--- config.mk ---
export PLATFORM = sky130hd
export DESIGN_NAME = central_core_v2
export DESIGN_NICKNAME = d
export VERILOG_FILES = /design/src/rtl/central_core_v2.sv
export SDC_FILE = /design/constraint.sdc
export NUM_CORES = 1
export LEC_CHECK = 0
export BUFFER_PORTS_ARGS = -buffer_cell sky130_fd_sc_hd__buf_2
export CORE_ASPECT_RATIO = 1.1
export CORE_MARGIN = 5
export CORE_UTILIZATION = 56
export CTS_CLUSTER_DIAMETER = 100
export DETAILED_ROUTE_END_ITERATION = 8
export PLACE_DENSITY = 0.83
export REMOVE_ABC_BUFFERS = 1
export SKIP_LAST_GASP = 1
export SYNTH_ARGS = -nofsm -noshare
export SYNTH_HDL_FRONTEND = slang
export SYNTH_SLANG_ARGS = --single-unit
--- constraint.sdc ---
create_clock -name clk -period 3.4 [get_ports clk]
set_clock_uncertainty 0.15 [all_clocks]
set_input_delay 0.51 -clock clk [delete_from_list [all_inputs] [get_ports clk]]
set_output_delay 0.51 -clock clk [all_outputs]
set_load 0.02 [all_outputs]
--- src/rtl/central_core_v2.sv ---
// Accumulator CPU core with unified program/data memory, a program-load port and a run/halt handshake.
// Optional feature macro: ILLEGAL_TRAP_EN (opcodes B-E fault instead of executing as NOP).
module central_core_v2 #(
    parameter int INSTR_SIZE   = 12,
    parameter int DATA_SIZE    = 8,
    parameter int OPCODE_SIZE  = 4,
    parameter int ADDR_SIZE    = 5,
    parameter int PROGRAM_SIZE = 16
) (
    input  logic                  clk,
    input  logic                  rst,
    input  logic                  load_en,
    input  logic [ADDR_SIZE-1:0]  load_addr,
    input  logic [INSTR_SIZE-1:0] load_data,
    input  logic                  run,
    output logic                  halted,
    output logic                  out_of_bounds,
    output logic [DATA_SIZE-1:0]  acc_out,
    output logic [ADDR_SIZE-1:0]  pc_out
);

    localparam int OPERAND_SIZE = INSTR_SIZE - OPCODE_SIZE;
    localparam int DEPTH        = 2 ** ADDR_SIZE;
    localparam logic [ADDR_SIZE-1:0] PROG_END = ADDR_SIZE'(PROGRAM_SIZE);

    localparam logic [OPCODE_SIZE-1:0] OP_NOP  = OPCODE_SIZE'(4'h0);
    localparam logic [OPCODE_SIZE-1:0] OP_LDA  = OPCODE_SIZE'(4'h1);
    localparam logic [OPCODE_SIZE-1:0] OP_ADD  = OPCODE_SIZE'(4'h2);
    localparam logic [OPCODE_SIZE-1:0] OP_SUB  = OPCODE_SIZE'(4'h3);
    localparam logic [OPCODE_SIZE-1:0] OP_AND  = OPCODE_SIZE'(4'h4);
    localparam logic [OPCODE_SIZE-1:0] OP_LDI  = OPCODE_SIZE'(4'h5);
    localparam logic [OPCODE_SIZE-1:0] OP_ADDI = OPCODE_SIZE'(4'h6);
    localparam logic [OPCODE_SIZE-1:0] OP_STA  = OPCODE_SIZE'(4'h7);
    localparam logic [OPCODE_SIZE-1:0] OP_JMP  = OPCODE_SIZE'(4'h8);
    localparam logic [OPCODE_SIZE-1:0] OP_JN   = OPCODE_SIZE'(4'h9);
    localparam logic [OPCODE_SIZE-1:0] OP_JZ   = OPCODE_SIZE'(4'hA);
    localparam logic [OPCODE_SIZE-1:0] OP_HLT  = OPCODE_SIZE'(4'hF);

    typedef enum logic [2:0] {
        S_IDLE  = 3'd0,
        S_FETCH = 3'd1,
        S_EXEC  = 3'd2,
        S_MEM   = 3'd3,
        S_HALT  = 3'd4,
        S_FAULT = 3'd5
    } state_t;

    // Sign-extends a narrow operand or truncates a wide one to the accumulator width.
    function automatic logic [DATA_SIZE-1:0] imm_ext(input logic [OPERAND_SIZE-1:0] op);
        logic [DATA_SIZE+OPERAND_SIZE-1:0] wide;
        wide = {{DATA_SIZE{op[OPERAND_SIZE-1]}}, op};
        return wide[DATA_SIZE-1:0];
    endfunction

    state_t                  state_r;
    logic [INSTR_SIZE-1:0]   mem_r [DEPTH];
    logic [INSTR_SIZE-1:0]   instr_r;
    logic [DATA_SIZE-1:0]    rdata_r;
    logic [ADDR_SIZE-1:0]    pc_r;
    logic [DATA_SIZE-1:0]    acc_r;
    logic                    halted_r;
    logic                    oob_r;

    logic [OPCODE_SIZE-1:0]  opcode_s;
    logic [OPERAND_SIZE-1:0] operand_s;
    logic [ADDR_SIZE-1:0]    addr_s;
    logic [DATA_SIZE-1:0]    imm_s;
    logic                    stopped_s;
    logic                    sta_bad_s;
    logic                    mem_we_s;
    logic [ADDR_SIZE-1:0]    mem_waddr_s;
    logic [INSTR_SIZE-1:0]   mem_wdata_s;

    assign opcode_s  = instr_r[INSTR_SIZE-1 -: OPCODE_SIZE];
    assign operand_s = instr_r[OPERAND_SIZE-1:0];
    assign addr_s    = operand_s[ADDR_SIZE-1:0];
    assign imm_s     = imm_ext(operand_s);
    assign stopped_s = (state_r == S_IDLE) || (state_r == S_HALT) || (state_r == S_FAULT);
    assign sta_bad_s = (addr_s < PROG_END);

    // Memory write arbitration: program load while stopped, STA while executing; reset blocks both.
    always_comb begin
        mem_we_s    = 1'b0;
        mem_waddr_s = load_addr;
        mem_wdata_s = load_data;
        if (rst) begin
            mem_we_s = 1'b0;
        end else if (stopped_s && load_en) begin
            mem_we_s = 1'b1;
        end else if ((state_r == S_EXEC) && (opcode_s == OP_STA) && !sta_bad_s) begin
            mem_we_s    = 1'b1;
            mem_waddr_s = addr_s;
            mem_wdata_s = INSTR_SIZE'(acc_r);
        end else begin
            mem_we_s = 1'b0;
        end
    end

    // Unified memory write port; contents survive reset.
    always_ff @(posedge clk) begin
        if (mem_we_s) begin
            mem_r[mem_waddr_s] <= mem_wdata_s;
        end
    end

    // Core sequencer: fetch, execute and memory-operand stages plus the stopped states.
    always_ff @(posedge clk) begin
        if (rst) begin
            state_r  <= S_IDLE;
            pc_r     <= '0;
            acc_r    <= '0;
            halted_r <= 1'b0;
            oob_r    <= 1'b0;
            instr_r  <= '0;
            rdata_r  <= '0;
        end else begin
            case (state_r)
                S_IDLE, S_HALT, S_FAULT: begin
                    if (!load_en && run) begin
                        pc_r     <= '0;
                        acc_r    <= '0;
                        halted_r <= 1'b0;
                        oob_r    <= 1'b0;
                        state_r  <= S_FETCH;
                    end
                end
                S_FETCH: begin
                    if (pc_r >= PROG_END) begin
                        oob_r   <= 1'b1;
                        state_r <= S_FAULT;
                    end else begin
                        instr_r <= mem_r[pc_r];
                        state_r <= S_EXEC;
                    end
                end
                S_EXEC: begin
                    state_r <= S_FETCH;
                    pc_r    <= pc_r + ADDR_SIZE'(1);
                    case (opcode_s)
                        OP_NOP: begin
                        end
                        OP_LDA, OP_ADD, OP_SUB, OP_AND: begin
                            rdata_r <= mem_r[addr_s][DATA_SIZE-1:0];
                            state_r <= S_MEM;
                        end
                        OP_LDI:  acc_r <= imm_s;
                        OP_ADDI: acc_r <= acc_r + imm_s;
                        OP_STA: begin
                            // Stores into the program region are refused and latch a fault.
                            if (sta_bad_s) begin
                                oob_r   <= 1'b1;
                                state_r <= S_FAULT;
                            end
                        end
                        OP_JMP: pc_r <= addr_s;
                        OP_JN: begin
                            if (acc_r[DATA_SIZE-1]) pc_r <= addr_s;
                        end
                        OP_JZ: begin
                            if (acc_r == '0) pc_r <= addr_s;
                        end
                        OP_HLT: begin
                            halted_r <= 1'b1;
                            state_r  <= S_HALT;
                        end
                        default: begin
`ifdef ILLEGAL_TRAP_EN
                            oob_r   <= 1'b1;
                            pc_r    <= pc_r;
                            state_r <= S_FAULT;
`else
                            state_r <= S_FETCH;
`endif
                        end
                    endcase
                end
                S_MEM: begin
                    state_r <= S_FETCH;
                    case (opcode_s)
                        OP_LDA:  acc_r <= rdata_r;
                        OP_ADD:  acc_r <= acc_r + rdata_r;
                        OP_SUB:  acc_r <= acc_r - rdata_r;
                        OP_AND:  acc_r <= acc_r & rdata_r;
                        default: acc_r <= acc_r;
                    endcase
                end
                default: state_r <= S_IDLE;
            endcase
        end
    end

    assign halted        = halted_r;
    assign out_of_bounds = oob_r;
    assign acc_out       = acc_r;
    assign pc_out        = pc_r;

endmodule

==> results by group <==
Outcome
  – Outcome: finished, final reports clean

Synthesis
  – Yosys top cell area share: 0.589
  – Syn_area_per_cell: 16.6 um^2
  – Synth Warn #: 0
  – Yosys cell types: 63
  – Top FF cell, synth: edfxtp_1
  – Share of synthesized registers carrying an async set or reset: 0
  – Syn Inst Count: 982
  – Cell taking the most area after synthesis: edfxtp_1
  – Flops & latches, synth: 358
  – Largest cells by area after synthesis: edfxtp_1 59%, mux4_2 19%, dfxtp_1 4.7%, nand2_1 1.6%, mux2i_1 1.5%
  – Sequential element share of the synthesized area: 0.636
  – Synthesized area: 16,300 um^2
  – Post-synth EDFFs: 320

Power and ir drop
  – Pint: 7.44 mW
  – Clock power share: 0.399
  – Switch Pwr: 2.19 mW
  – Combinational share of power: 0.093
  – Total power: 9.63 mW
  – Pleak: 5.89 nW
  – Pwr Density: 524 nW/um^2
  – Reg power frac: 0.509
  – Net Sw Frac: 0.227
  – Worst vdd ir: 0.366 mV

Worst setup path
  – CP Class: reg2reg
  – R2R cell count: 6
  – CP max FO: 9
  – R2R Path Start: state_r[0]
  – Delay-heaviest family, CP: simple AND/OR/NAND/NOR gates
  – Worst Path Required: 3.38 ns
  – Critical path launch point type: flop
  – Critical-path cell list: or3b_1 -> or3_4 -> a211o_1 -> nor3_2 -> o21ai_2 -> nor2_1
  – Reg2reg setup slack: 0.23 ns
  – Max incr delay on CP: 0.62 ns
  – WP data arrival: 3.15 ns
  – Crit path buffers/inverters: 0
  – Worst r2r dst: mem_r[16][5]
  – Slowest cell on crit path: nor2_1
  – Worst setup EP type: flop

Clock network
  – Postcts setup bufs: 0
  – Max Root-Sink Buffers: 3
  – Total CTS buffers: 36
  – CTS root buf: clkbuf_16
  – Max H-tree Level: 2
  – Clk sinks: 358
  – Clock latency on the worst-skew pair: 0.53 ns
  – CTS tree: done
  – Clock-pin slew on the worst setup and hold paths: 0.07 ns

Timing
  – Fin crit period: 3.17 ns
  – Final-report max-slew violation count: 0
  – Final hold violations: 0
  – Max Fclk: 0.316 GHz
  – Final setup fails: 0
  – Slew of the pin with the lowest slew margin: 0.897 ns
  – RSZ-0062 raised after global routing: no
  – Slew HR: 0.398
  – Period utilisation layout: 0.931

Floorplanning
  – Die H: 189 um
  – Num rows: 65
  – I/O Pins: 36
  – Starting Density: 0.568
  – Die area: 32,600 um^2
  – Core area: 28,700 um^2
  – Die width: 173 um

Final layout
  – Commonest cells after routing, fill and taps aside: 320 x edfxtp_1, 135 x mux4_2, 68 x nand2_1
  – Final Instance Area: 18,400 um^2
  – Nets@finish: 1,094
  – ANT cells: 0
  – Layout cell share with drive strength beyond 1: 0.284
  – Multi-input gate area: 5640 um^2
  – FF+latch area: 10,400 um^2
  – Commonest non-fill, non-tap cell in the layout: edfxtp_1
  – Fill cell count: 1,896
  – Synthesis-to-finish area growth: 12.7%

Global routing
  – Largest net degree at the start of global routing: 60
  – Vias in the first global route: 9,999
  – First-pass GRT wire length: 62.3 mm
  – Total track usage: 0.250
  – Initial antenna violation count: 1
  – Total global routing overflow: 0

Worst hold path
  – Hold EP: rdata_r[3]
  – Hold Crit Start: rst
  – Hold Path Class: in2reg
  – WHS Path Cells: 2

Routing
  – Avg Vias per Cell: 6.79
  – Final WL: 41.0 mm
  – Iter 0 DRT Violations: 1,311
  – Pre-Repair DR Iteration Count: 6
  – Via count: 9,823
  – # DRC: 0
  – Final ANT Viol Nets: 0
  – Average wire per standard cell: 28.4 um

Placement
  – Post-DP Area: 17,200 um^2
  – Hpwl dp: 25.5 mm
  – Port Buffers: 35
  – GPL Wtd Cong: 0.921

Flow run
  – Max cap viols: 0
-- Yosys cell counts (4+ instances only) --
library cell,instances
a211oi_1,10
a21o_1,5
a21oi_1,34
a31oi_1,9
and2_1,7
and3_1,8
buf_1,4
buf_2,14
clkbuf_1,47
dfxtp_1,38
edfxtp_1,320
ha_1,18
inv_1,12
mux2i_1,25
mux4_2,135
nand2_1,68
nand2b_1,6
nand3_1,20
nand3b_1,4
nor2_1,54
nor2b_1,5
nor3_1,23
nor3b_1,7
nor4_1,4
o21ai_0,30
o22ai_1,5
o31ai_1,5
or3_1,4
xnor2_1,8
xor2_1,5
-- registers in the layout (all words and copies together), names as in the netlist --
name,flops
acc_out,8
halted,1
instr_r,12
mem_r,320
out_of_bounds,1
pc_out,5
rdata_r,8
state_r,3
-- cells by family (layout without fill, tap and decap cells) --
family,count (synthesis),in the layout,synth area share
flops,358,358,0.636
simple gates,226,226,0.0692
mux,161,161,0.202
compound gates,126,126,0.0499
buf+inv,78,174,0.0195
fa+ha+maj,20,20,0.0163
xor+xnor,13,13,0.00698
-- power groups by stage --
stage	sequential, mW	clock, mW	combinational, mW
2_1_floorplan	5.04	0	0.526
3_3_place_gp	4.99	0	0.847
3_5_place_dp	4.99	0	0.865
4_1_cts	4.90	3.89	0.878
5_1_grt	4.90	4.09	0.943
6_report	4.90	3.84	0.891
-- how the worst max path moves through the flow --
stage                          start  cells after the start      endpoint  slack, ns
after floorplan           instr_r[0]                      8    acc_out[6]      -1.26
after global placement    instr_r[8]                     11    acc_out[6]       0.38
after detailed placement  state_r[0]                      6  mem_r[16][3]       0.32
after CTS                 state_r[0]                      6  mem_r[16][0]       0.26
after global routing      instr_r[9]                     11    acc_out[4]       0.05
final                     state_r[0]                      6  mem_r[16][5]       0.23
-- repair_timing --
action / 4_1_cts / 5_1_grt
setup endpoints to repair: 0 / 2
hold buffers: 0 / 0
gates resized for setup: 0 / 1
-- per-layer routing --
metal,track usage,share of wire,wire (um)
met4,0.0922,0.039,1620
met1,0.331,0.35,14600
met5,0,0.00017,7
met3,0.0491,0.11,4390
met2,0.418,0.50,20500
-- cell type report --
class,count,share of cell area
multi-input combinational,546,0.307
clock buffer,47,0.0564
timing repair buffer,99,0.0384
sequential,358,0.565
inverter,12,0.00245
clock inverter,16,0.00640
tap,368,0.0250
-- per-stage QoR --
step	util	TNS, ns	hold WS (ns)	std cells	setup slack (ns)
after floorplan	-	-316.37	0.289	916	-1.26
after global placement	0.600	0	0.334	1383	0.383
after detailed placement	0.600	0	0.337	1383	0.319
after CTS	0.640	0	0.215	1446	0.264
after global routing	0.640	0	0.255	1446	0.0468
final	0.640	0	0.239	1446	0.233
No activity file was read; power rests on OpenSTA's default activity.
